### config.mk
export PLATFORM = sky130hd
export DESIGN_NAME = reg_alu_sequencer_flat
export DESIGN_NICKNAME = d
export VERILOG_FILES = /design/src/rtl/reg_alu_sequencer_if.sv /design/src/rtl/reg_alu_sequencer.sv /design/src/flat_wrapper.sv
export SDC_FILE = /design/constraint.sdc
export NUM_CORES = 1
export LEC_CHECK = 0
export CAP_MARGIN = 15
export CORE_UTILIZATION = 41
export DETAILED_ROUTE_END_ITERATION = 7
export DONT_BUFFER_PORTS = 1
export GPL_TIMING_DRIVEN = 0
export PLACE_DENSITY = 0.54
export SYNTH_ARGS = -nofsm -noshare
export SYNTH_HDL_FRONTEND = slang
export SYNTH_SLANG_ARGS = --single-unit
### constraint.sdc
create_clock -name clk -period 2.4 [get_ports clk]
set_clock_uncertainty 0.2 [all_clocks]
set_input_delay 0.12 -clock clk [delete_from_list [all_inputs] [get_ports clk]]
set_output_delay 0.12 -clock clk [all_outputs]
set_load 0.01 [all_outputs]
### src/rtl/reg_alu_sequencer_if.sv
// Sequencer <-> instruction ROM / reg_file_alu datapath bus.
// Latency: n/a (signal bundle only); imem_rdata arrives one cycle after imem_addr.
// Backpressure: none; the ROM and datapath always accept.
//   master: driven by the sequencer (address, decoded controls), samples rdata/zero.
//   slave : ROM/datapath side, returns imem_rdata and alu_zero.
interface reg_alu_sequencer_if #(
    parameter int PC_W = 8
);
    logic [PC_W-1:0] imem_addr;
    logic [15:0]     imem_rdata;
    logic            alu_zero;
    logic [3:0]      RA1;
    logic [3:0]      RA2;
    logic [3:0]      WA;
    logic [7:0]      immediate;
    logic [1:0]      ALUControl;
    logic            ALUSrc;
    logic            write_enable;

    modport master (
        output imem_addr, RA1, RA2, WA, immediate, ALUControl, ALUSrc, write_enable,
        input  imem_rdata, alu_zero
    );

    modport slave (
        input  imem_addr, RA1, RA2, WA, immediate, ALUControl, ALUSrc, write_enable,
        output imem_rdata, alu_zero
    );
endinterface

### src/rtl/reg_alu_sequencer.sv
// Fetch/decode/execute sequencer driving the reg_file_alu datapath from a sync ROM.
// Latency: 3 cycles per instruction (FETCH, DECODE, EXEC); controls valid in EXEC.
// Backpressure: none; start is only honoured while idle or halted.
//   Ports: clk, rst_n (async, active low), start, bus (master side of the
//   ROM/datapath interface), busy, done, retired (instructions completed).
module reg_alu_sequencer #(
    parameter int PC_W  = 8,
    parameter int CNT_W = 16
) (
    input  logic                 clk,
    input  logic                 rst_n,
    input  logic                 start,
    reg_alu_sequencer_if.master  bus,
    output logic                 busy,
    output logic                 done,
    output logic [CNT_W-1:0]     retired
);

    typedef enum logic [2:0] {
        S_IDLE,
        S_FETCH,
        S_DECODE,
        S_EXEC,
        S_HALT
    } state_t;

    localparam logic [3:0] OP_BZ   = 4'h8;
    localparam logic [3:0] OP_JMP  = 4'h9;
    localparam logic [3:0] OP_HALT = 4'hF;

    state_t           state_q, state_d;
    logic [PC_W-1:0]  pc_q, pc_d;
    logic [15:0]      ir_q, ir_d;
    logic [CNT_W-1:0] retired_q, retired_d;

    logic [3:0]       op;
    logic             is_alu;
    logic [31:0]      imm_sext;
    logic [PC_W-1:0]  br_target;
    logic [PC_W-1:0]  pc_inc;

    assign op       = ir_q[15:12];
    assign imm_sext = 32'(signed'(ir_q[7:0]));
    // Branch and increment both rely on natural PC_W-bit wrap.
    assign br_target = pc_q + imm_sext[PC_W-1:0];
    assign pc_inc    = pc_q + PC_W'(1);

    always_ff @(posedge clk or negedge rst_n) begin
        if (!rst_n) begin
            state_q   <= S_IDLE;
            pc_q      <= '0;
            ir_q      <= '0;
            retired_q <= '0;
        end else begin
            state_q   <= state_d;
            pc_q      <= pc_d;
            ir_q      <= ir_d;
            retired_q <= retired_d;
        end
    end

    // Sequencing and program-counter update.
    always_comb begin
        state_d   = state_q;
        pc_d      = pc_q;
        ir_d      = ir_q;
        retired_d = retired_q;
        case (state_q)
            S_IDLE, S_HALT: begin
                if (start) begin
                    state_d   = S_FETCH;
                    pc_d      = '0;
                    retired_d = '0;
                end
            end
            S_FETCH:  state_d = S_DECODE;
            S_DECODE: begin
                ir_d    = bus.imem_rdata;
                state_d = S_EXEC;
            end
            S_EXEC: begin
                if (op == OP_HALT) begin
                    state_d = S_HALT;
                end else begin
                    state_d = S_FETCH;
                    if (retired_q != '1) begin
                        retired_d = retired_q + CNT_W'(1);
                    end
                    case (op)
                        OP_BZ:   pc_d = bus.alu_zero ? br_target : pc_inc;
                        OP_JMP:  pc_d = PC_W'(ir_q[7:0]);
                        default: pc_d = pc_inc;
                    endcase
                end
            end
            default: state_d = S_IDLE;
        endcase
    end

    // Decode is purely from IR so the controls stay stable between
    // instructions; only the write strobe is qualified by EXEC.
    always_comb begin
        bus.RA1        = '0;
        bus.RA2        = '0;
        bus.WA         = '0;
        bus.immediate  = '0;
        bus.ALUControl = '0;
        bus.ALUSrc     = 1'b0;
        is_alu         = 1'b0;
        case (op)
            4'h0, 4'h1, 4'h2, 4'h3: begin
                is_alu         = 1'b1;
                bus.WA         = ir_q[11:8];
                bus.RA1        = ir_q[7:4];
                bus.RA2        = ir_q[3:0];
                bus.ALUControl = op[1:0];
            end
            4'h4, 4'h5, 4'h6, 4'h7: begin
                is_alu         = 1'b1;
                bus.WA         = ir_q[11:8];
                bus.RA1        = ir_q[11:8];
                bus.immediate  = ir_q[7:0];
                bus.ALUSrc     = 1'b1;
                bus.ALUControl = op[1:0];
            end
            OP_BZ: begin
                // rd OR 0 lets the datapath raise Zero exactly when rd == 0.
                bus.RA1        = ir_q[11:8];
                bus.ALUSrc     = 1'b1;
                bus.ALUControl = 2'b11;
            end
            default: ;
        endcase
    end

    assign bus.write_enable = is_alu && (state_q == S_EXEC);
    assign bus.imem_addr    = pc_q;
    assign busy             = (state_q == S_FETCH) || (state_q == S_DECODE) || (state_q == S_EXEC);
    assign done             = (state_q == S_HALT);
    assign retired          = retired_q;

endmodule

### src/flat_wrapper.sv
// flat-port wrapper written by rule: the top's interface ports become plain ports
module reg_alu_sequencer_flat 
#(
    parameter int PC_W  = 8,
    parameter int CNT_W = 16
)
  (clk, rst_n, start, busy, done, retired, bus_imem_addr, bus_RA1, bus_RA2, bus_WA, bus_immediate, bus_ALUControl, bus_ALUSrc, bus_write_enable, bus_imem_rdata, bus_alu_zero);
  reg_alu_sequencer_if #(.PC_W(PC_W)) bus_i ();
  input  logic clk;
  input  logic rst_n;
  input  logic start;
  output logic busy;
  output logic done;
  output logic [CNT_W-1:0] retired;
  output wire logic [$bits(bus_i.imem_addr)-1:0] bus_imem_addr;
  output wire logic [$bits(bus_i.RA1)-1:0] bus_RA1;
  output wire logic [$bits(bus_i.RA2)-1:0] bus_RA2;
  output wire logic [$bits(bus_i.WA)-1:0] bus_WA;
  output wire logic [$bits(bus_i.immediate)-1:0] bus_immediate;
  output wire logic [$bits(bus_i.ALUControl)-1:0] bus_ALUControl;
  output wire logic [$bits(bus_i.ALUSrc)-1:0] bus_ALUSrc;
  output wire logic [$bits(bus_i.write_enable)-1:0] bus_write_enable;
  input wire logic [$bits(bus_i.imem_rdata)-1:0] bus_imem_rdata;
  input wire logic [$bits(bus_i.alu_zero)-1:0] bus_alu_zero;
  assign bus_imem_addr = bus_i.imem_addr;
  assign bus_RA1 = bus_i.RA1;
  assign bus_RA2 = bus_i.RA2;
  assign bus_WA = bus_i.WA;
  assign bus_immediate = bus_i.immediate;
  assign bus_ALUControl = bus_i.ALUControl;
  assign bus_ALUSrc = bus_i.ALUSrc;
  assign bus_write_enable = bus_i.write_enable;
  assign bus_i.imem_rdata = bus_imem_rdata;
  assign bus_i.alu_zero = bus_alu_zero;
  reg_alu_sequencer #(.PC_W(PC_W), .CNT_W(CNT_W)) u_core (.clk(clk), .rst_n(rst_n), .start(start), .bus(bus_i), .busy(busy), .done(done), .retired(retired));
endmodule
==> run_results.csv, run 1 <==
group,metric,value,unit
synthesis,synth_fp_nets,325,
placement,placed_cell_area,2830,um^2
floorplan,core,6390,um^2
timing,finalSetupViolCount,0,
finish,diodes,0,
clocking,clkSinkCount,43,
timing,holdWs,0.0851,ns
synthesis,yosysSeqAreaShare,39.4,%
worst_hold_path,min_path_type,"in -> reg",
synthesis,yosysUniqueCellTypes,55,
finish,utilization,49.7,%
clocking,clk_pin_slew,0.08,ns
finish,nets,351,
timing,hold_viol,0,
critical_path,max_stage_delay,0.58,ns
timing,max_freq,0.436,GHz
clocking,cts.path.max_buffers,2,
finish,stdcell_area,3170,um^2
timing,fin_crit_sh,95.7,%
power_and_ir_drop,power_density,1200,nW/um^2
global_route,grt_pass1_vias,2281,
placement,dp.cells,372,
placement,post-place-ws,-0.0454,ns
placement,routabilityCongestion,0.792,
route,vias_per_cell,5.86,
synthesis,synth_edf_count,0,
floorplan,initial_core_util,42.8,%
clocking,htreeDepth,2,
global_route,grt_pass1_wl,11.3,mm
clocking,clk_latency,0.30,ns
placement,dpl.hpwl,4.99,mm
route,route.detailed.drc,0,
status,status,"finished clean",
timing,tightest_slew,0.590,ns
route,ant_nets,0,
timing,rsz0062_at_grt,"no",
global_route,grtUsageMet2,34.1,%
synthesis,synth_area_leaders,"dfrtp_1 39%, mux2_2 5.8%, o21ai_0 4.6%, ha_1 4.1%, nand2_1 4.0%",
global_route,use_met1,25.2,%
global_route,antenna_found_initial,0,
finish,drive_gt1_share,14.3,%
route,vias,2340,
power_and_ir_drop,p_leak,1.29,nW
synthesis,syn_inst,295,
synthesis,ys.flop_type,"dfrtp_1",
global_route,grt.total_usage,20.3,%
global_route,grt_overflow,0,
route,drt_pass1_iterations,4,
timing,max_slew_margin,60.3,%
clocking,tritoncts,"built",
synthesis,yosys_warnings,0,
critical_path,worstSetupStartpointType,"flip-flop",
critical_path,crit_slowest_cell,"or4_4",
power_and_ir_drop,power,3.80,mW
route,wl_per_cell,17.1,um
critical_path,end_kind,"flip-flop",
timing,worst_slack,0.104,ns
finish,synthToLayoutAreaGrowth,16.1,%
power_and_ir_drop,worst_ir_drop_vdd,697,uV
critical_path,required,2.43,ns
synthesis,yosysTopAreaCell,"dfrtp_1",
global_route,grt.busiest_layer,"met2",
floorplan,die_w,83.7,um
job,cap_violations,0,
synthesis,async_reset_ff_share,100,%
route,drtIter0Drc,76,
floorplan,dieArea,7000,um^2
global_route,grt_max_degree,44,
timing,finalMaxSlewViolations,0,
floorplan,die_y,83.7,um
synthesis,synth_top_area_share,39.4,%
clocking,cts.root.buffer_cell,"clkbuf_8",
placement,portBuffers,0,
synthesis,synth.avg_cell_area,9.27,um^2
global_route,grt.met3_usage,5.04,%
timing,tns,0,ns
critical_path,crit_type,"reg -> reg",
floorplan,placementRows,29,
timing,period_needed,2.30,ns
critical_path,cp_cell_sequence,"and3b_4 -> a21oi_2 -> or4_4 -> or4_1 -> a21oi_1",
clocking,cts_made_buffers,5,
critical_path,cp_data_arrival_time,2.32,ns
finish,finalNonFillerCells,399,
synthesis,synth_area,2730,um^2
critical_path,path_max_fanout,6,
synthesis,synth-seq-cells,43,
floorplan,pin_count,70,
route,routed_wirelength,6.82,mm
finish,nFillCells,627,
-- cells in the mapped netlist (3+ instances only) --
master     n
nor4_1     3
mux2i_1    5
nor3_1     3
o31ai_1    4
clkbuf_1   7
a21oi_1   14
xor2_1     4
inv_1      5
nand4_1    3
dfrtp_1   43
nor2_1    25
nor2b_1    5
mux2_2    14
or3_1      5
ha_1       9
xnor2_1   10
and2_1    14
a21o_1     3
nand2_1   29
o22ai_1    3
or4_1      3
a211oi_1   9
nand3_1   10
o21ai_0   25
-- cells by family (layout without fill, tap and decap cells) --
group,after synthesis,count (layout),share of synthesized area (%)
AO/OA/AOI/OAI,78,78,18.3
multiplexers,19,19,7.60
flip-flops,43,43,39.4
XOR/XNOR,14,14,4.48
buffers and inverters,14,41,2.01
AND/OR/NAND/NOR,117,117,23.4
adder cells (fa/ha/maj),10,10,4.85
-- sequential cells by signal (all words and copies together) (netlist names) --
signal                flops
u_core.ir_q              16
u_core.retired           16
u_core.bus.imem_addr      8
u_core.state_q            3
-- layout by cell type, fill, tap and decap left out, types with 4 or more instances in the layout --
master,synthesis,routed
nand2_1,29,28
dlygate4sd3_1,0,18
mux2_2,14,14
a211oi_1,9,8
dfrtp_2,0,5
clkbuf_1,7,5
o31ai_1,4,4
clkbuf_8,0,7
xor2_1,4,4
xnor2_1,10,10
nor2b_1,5,5
dfrtp_1,43,38
nor2_1,25,25
and2_1,14,14
a21oi_1,14,14
nand3_1,10,10
inv_1,5,5
ha_1,9,9
or3_1,5,5
mux2i_1,5,5
o21ai_0,25,25
-- final cells by class --
type / count / area, um^2 / area share (%)
tap: 77 / 96.3 / 3.04
clock buffer: 8 / 100 / 3.15
multi-input combinational: 238 / 1630 / 51.2
sequential: 43 / 1080 / 34.1
inverter: 5 / 18.8 / 0.591
buffer: 8 / 35.0 / 1.10
timing repair buffer: 20 / 215 / 6.78
-- per-layer routing --
metal / vias up / share of wire (%)
met3: 10 / 5.7
met5: - / 0
met1: 1118 / 44
li1: 1142 / -
met2: 70 / 48
met4: 0 / 1.8
-- worst max-delay path, delay by kind of cell, from the launching register on --
kind,cells,cell delay [ns]
flip-flops,1,0.43
AND/OR/NAND/NOR,3,1.35
AO/OA/AOI/OAI,2,0.25
-- what timing repair did --
action / 4_1_cts / 5_1_grt
hold buffers: 19 / 0
setup buffers: 1 / 0
endpoints found under the setup margin: 3 / 24
gates resized for setup: 2 / 12
pin swaps: 1 / 1
endpoints found under the hold margin: 60 / 0
-- path summary, 6_finish.rpt --
kind | from | endpoint | slack (ns) | depth (start not counted)
worst max-delay path | u_core.state_q[2] | u_core.retired[14] | 0.10 | 5
worst min-delay path | start | u_core.state_q[0] | 0.09 | 4
worst max register to register | u_core.state_q[2] | u_core.retired[14] | 0.10 | 5
worst min register to register | u_core.state_q[2] | u_core.state_q[1] | 0.31 | 1
max in group asynchronous | rst_n | u_core.bus.imem_addr[0] | 1.65 | 2
min in group asynchronous | rst_n | u_core.retired[9] | 0.11 | 2
-- power breakdown --
| part | switching (mW) | total [mW] | internal [mW] |
|---|---|---|---|
| clock network | 0.247 | 0.510 | 0.263 |
| logic | 1.11 | 1.92 | 0.807 |
| registers | 0.403 | 1.37 | 0.968 |
Note: power is estimated with default switching activity, not from simulation.
==> inputs of run 2 (changes only) <==
CORE_UTILIZATION = 60   (was 41)
PLACE_DENSITY = 0.75   (was 0.54)
==> run 2 against run 1 <==
Setup slack lost 0.075 ns; combinational power about the same; via count increased by 1.9%; cell count down 6.3%; hold slack worse by 0.024 ns; core utilization is 23 points higher; critical path depth did not move; largest power group unchanged.
==> run_results.csv, run 2 (synthesis gave the netlist of run 1 again) <==
group,metric,value,unit
timing,tightest_slew,0.543,ns
critical_path,worst-path-buf-inv,0,
finish,diodes,0,
timing,fin_crit_sh,98.8,%
finish,utilization,72.8,%
clocking,clkSinkCount,43,
status,status,"finished clean",
clocking,tritoncts,"built",
floorplan,core,4350,um^2
critical_path,worst_path_dominant_cell_family,"simple AND/OR/NAND/NOR gates",
clocking,clk_pin_slew,0.09,ns
finish,synthToLayoutAreaGrowth,15.9,%
timing,finalMaxSlewViolations,0,
placement,dpl.hpwl,4.52,mm
critical_path,end_kind,"flip-flop",
finish,layout_commonest_cell,"dfrtp_1",
floorplan,die_y,69.5,um
route,drtIter0Drc,147,
worst_hold_path,min_path_type,"in -> async",
floorplan,pin_count,70,
critical_path,regToRegSetupSlack,0.03,ns
finish,nFillCells,315,
critical_path,worstSetupStartpointType,"flip-flop",
finish,drive_gt1_share,15.2,%
route,drt_pass1_iterations,4,
critical_path,crit_type,"reg -> reg",
global_route,grt_overflow,0,
clocking,htreeDepth,2,
floorplan,dieArea,4830,um^2
critical_path,max_stage_delay,0.60,ns
job,cap_violations,0,
timing,max_freq,0.422,GHz
global_route,grt_pass1_vias,2198,
timing,max_slew_margin,63.5,%
placement,placed_cell_area,2800,um^2
timing,hold_viol,0,
floorplan,placementRows,24,
timing,finalSetupViolCount,0,
floorplan,initial_core_util,62.8,%
power_and_ir_drop,p_leak,1.31,nW
route,route.detailed.drc,0,
global_route,grt_pass1_wl,10.7,mm
route,vias,2385,
timing,worst_slack,0.0294,ns
floorplan,die_w,69.5,um
critical_path,crit_slowest_cell,"or4_4",
power_and_ir_drop,power_density,1230,nW/um^2
finish,nets,351,
placement,routabilityCongestion,0.806,
clocking,cts.root.buffer_cell,"clkbuf_8",
route,routed_wirelength,6.54,mm
route,wl_per_cell,17.5,um
power_and_ir_drop,worst_ir_drop_vdd,800,uV
timing,tns,0,ns
route,ant_nets,0,
finish,final_cell_mix,"38 x dfrtp_1, 29 x nand2_1, 25 x nor2_1, 25 x o21ai_0, 18 x dlygate4sd3_1",
route,vias_per_cell,6.38,
critical_path,path_max_fanout,7,
critical_path,cp_cell_sequence,"and4_4 -> nand4_1 -> or4_4 -> or4_1 -> a21oi_1",
global_route,antenna_found_initial,0,
clocking,cts_made_buffers,5,
timing,rsz0062_at_grt,"yes",
global_route,grt_max_degree,44,
finish,stdcell_area,3170,um^2
clocking,clk_latency,0.30,ns
critical_path,required,2.43,ns
placement,portBuffers,0,
timing,period_needed,2.37,ns
critical_path,cp_data_arrival_time,2.40,ns
placement,post-place-ws,-0.0388,ns
global_route,grt.total_usage,28.2,%
clocking,cts.path.max_buffers,2,
## run 2: worst register-to-register path, stage by stage, from the launching register on
cell,delay [ns]
dfrtp_2,0.47
and4_4,0.28
nand4_1,0.18
or4_4,0.60
or4_1,0.42
a21oi_1,0.16
## run 2: metal layers
metal,up-vias,part of all wire (%),GRT usage (%)
met4,0,0.87,6.80
met5,-,0,0
met1,1146,46,40.8
met3,7,7.1,7.12
li1,1148,-,-
met2,84,46,42.5
## run 2: repair_timing
| action | 4_1_cts | 5_1_grt |
|---|---|---|
| setup buffers | 1 | 0 |
| pin swaps | 1 | 0 |
| cloned | 0 | 0 |
| resized for setup | 4 | 13 |
| setup endpoints to repair | 8 | 15 |
| hold buffers | 19 | 0 |
| endpoints found under the hold margin | 60 | 0 |
## run 2: layout make-up
cell class / instances / area, um^2 / share of cell area, %
multi-input cells: 238 / 1640 / 51.8
flip-flops and latches: 43 / 1080 / 34.2
repair buffers: 20 / 208 / 6.56
clock buffers: 6 / 82.6 / 2.61
well taps: 52 / 65.1 / 2.05
clock inverters: 2 / 35.0 / 1.11
plain buffers: 8 / 35.0 / 1.11
inverters: 5 / 18.8 / 0.592
## run 2: worst paths after layout
check | endpoint | cells past startpoint | startpoint
setup / recovery | u_core.retired[14] | 5 | u_core.retired[3]
hold / removal | u_core.bus.imem_addr[4] | 2 | rst_n
setup reg to reg | u_core.retired[14] | 5 | u_core.retired[3]
hold reg to reg | u_core.state_q[1] | 1 | u_core.state_q[2]
max in group asynchronous | u_core.retired[3] | 2 | rst_n
min in group clk | u_core.state_q[0] | 4 | start
## run 2: metrics by stage
step | total power, mW | hold slack [ns] | cells
2_1_floorplan | 2.77 | -0.376 | 295
3_3_place_gp | 3.13 | -0.375 | 347
3_5_place_dp | 3.19 | -0.374 | 347
4_1_cts | 3.86 | 0.0587 | 374
5_1_grt | 4.18 | 0.0898 | 374
6_report | 3.90 | 0.0614 | 374
## run 2: power breakdown
part           internal (mW)  total, mW  switching (mW)
Sequential             0.967       1.36           0.397
Clock                  0.337      0.598           0.261
Combinational          0.814       1.94            1.13
Total                   2.12       3.90            1.79
==> inputs of run 3 (changes only) <==
CORE_UTILIZATION = 25   (was 60)
PLACE_DENSITY = unset   (was 0.75)
PLACE_DENSITY_LB_ADDON = 0.2   (was unset)
==> run 3 against run 2 <==
Flip-flop and latch count unchanged; critical path type unchanged; sequential share of layout area down 1.5 points; cell count up 23%; combinational power about the same; highest routed layer unchanged; largest power group unchanged; via count down 1.8%; total power up 2.4%.
==> run_results.csv, run 3 (synthesis gave the netlist of run 1 again) <==
group,metric,value,unit
floorplan,initial_core_util,26.1,%
route,routed_wirelength,7.60,mm
placement,portBuffers,0,
floorplan,die_y,107,um
clocking,clk_latency,0.31,ns
timing,period_needed,2.35,ns
finish,final_cell_mix,"37 x dfrtp_1, 28 x nand2_1, 25 x nor2_1, 25 x o21ai_0, 19 x dlygate4sd3_1",
job,cap_violations,0,
critical_path,cp_data_arrival_time,2.39,ns
global_route,grt_pass1_vias,2333,
finish,diodes,0,
power_and_ir_drop,power_density,1210,nW/um^2
route,ant_nets,0,
clocking,cts.path.max_buffers,2,
placement,routabilityCongestion,0.782,
critical_path,end_kind,"flip-flop",
critical_path,path_max_fanout,7,
timing,finalSetupViolCount,0,
finish,synthToLayoutAreaGrowth,21.2,%
timing,fin_crit_sh,97.9,%
clocking,cts.root.buffer_cell,"clkbuf_8",
power_and_ir_drop,worst_ir_drop_vdd,538,uV
timing,tightest_slew,0.578,ns
route,vias,2343,
finish,finalNonFillerCells,460,
timing,max_slew_margin,61.1,%
timing,finalMaxSlewViolations,0,
global_route,grt_max_degree,44,
floorplan,pin_count,70,
global_route,grt_overflow,0,
route,route.detailed.drc,0,
timing,tns,0,ns
worst_hold_path,min_path_type,"in -> async",
finish,layout_commonest_cell,"dfrtp_1",
route,wl_per_cell,16.5,um
global_route,grt_pass1_wl,12.4,mm
critical_path,required,2.44,ns
clocking,clk_pin_slew,0.10,ns
route,vias_per_cell,5.09,
global_route,grt.total_usage,13.9,%
global_route,antenna_found_initial,0,
timing,holdWs,0.124,ns
floorplan,die_w,107,um
timing,worst_slack,0.0498,ns
placement,dpl.hpwl,5.50,mm
clocking,cts_made_buffers,5,
power_and_ir_drop,p_leak,1.33,nW
placement,post-place-ws,-0.0953,ns
timing,hold_viol,0,
finish,drive_gt1_share,15.4,%
critical_path,worstSetupStartpointType,"flip-flop",
clocking,tritoncts,"built",
route,drt_pass1_iterations,4,
critical_path,crit_type,"reg -> reg",
timing,max_freq,0.425,GHz
status,status,"finished clean",
floorplan,placementRows,37,
placement,dp.cells,431,
clocking,htreeDepth,2,
timing,rsz0062_at_grt,"yes",
route,drtIter0Drc,104,
floorplan,dieArea,11400,um^2
clocking,clkSinkCount,43,
floorplan,core,10500,um^2
finish,nets,353,
[run 3: repair_timing]
| action | CTS | global route |
|---|---|---|
| gates cloned | 0 | 0 |
| pin swaps | 3 | 1 |
| hold buffers | 20 | 0 |
| setup buffers | 0 | 2 |
| endpoints found under the hold margin | 61 | 0 |
| gates resized for setup | 11 | 9 |
| setup endpoints to repair | 8 | 13 |
[run 3: through the flow]
step | cell area, um^2 | power (mW) | utilization [%]
CTS | 3280 | 4.00 | 31.4
global placement | 2900 | 3.23 | 27.8
floorplan | 2730 | 2.77 | -
finish | 3310 | 4.00 | 31.7
detailed placement | 2900 | 3.26 | 27.8
global route | 3310 | 4.33 | 31.7
[run 3: metal layers]
metal / vias up / part of all wire [%] / GRT usage [%]
li1: 1146 / - / -
met4: 0 / 0.67 / 3.23
met5: - / 0 / 0
met2: 62 / 45 / 22.2
met1: 1130 / 48 / 18.8
met3: 5 / 5.4 / 3.34
[run 3: final cells by class]
class | instances | area, um^2
fillers | 1125 | 7150
multi-input cells | 238 | 1650
flip-flops and latches | 43 | 1080
repair buffers | 22 | 233
well taps | 136 | 170
clock buffers | 6 | 82.6
plain buffers | 8 | 41.3
clock inverters | 2 | 38.8
inverters | 5 | 18.8
[run 3: power breakdown]
part	switching, mW	internal (mW)	leakage (nW)
logic	1.14	0.832	0.719
registers	0.423	0.968	0.544
clock network	0.292	0.343	0.0618
[run 3: worst paths after layout]
path                       cells after the start              start  slack (ns)                 endpoint
max                                            5  u_core.retired[3]        0.05       u_core.retired[14]
min                                            2              rst_n        0.12        u_core.retired[1]
max reg2reg                                    5  u_core.retired[3]        0.05       u_core.retired[14]
min reg2reg                                    1  u_core.state_q[2]        0.33        u_core.state_q[1]
max in group asynchronous                      2              rst_n        1.66  u_core.bus.imem_addr[0]
min in group clk                               3       bus_alu_zero        0.17  u_core.bus.imem_addr[7]
[run 3: worst max-delay path, stage by stage (launching register included)]
cell and delay (ns):
dfrtp_2 0.48, and4_4 0.28, nand4_1 0.17, or4_4 0.62
or4_1 0.41, a21oi_1 0.13
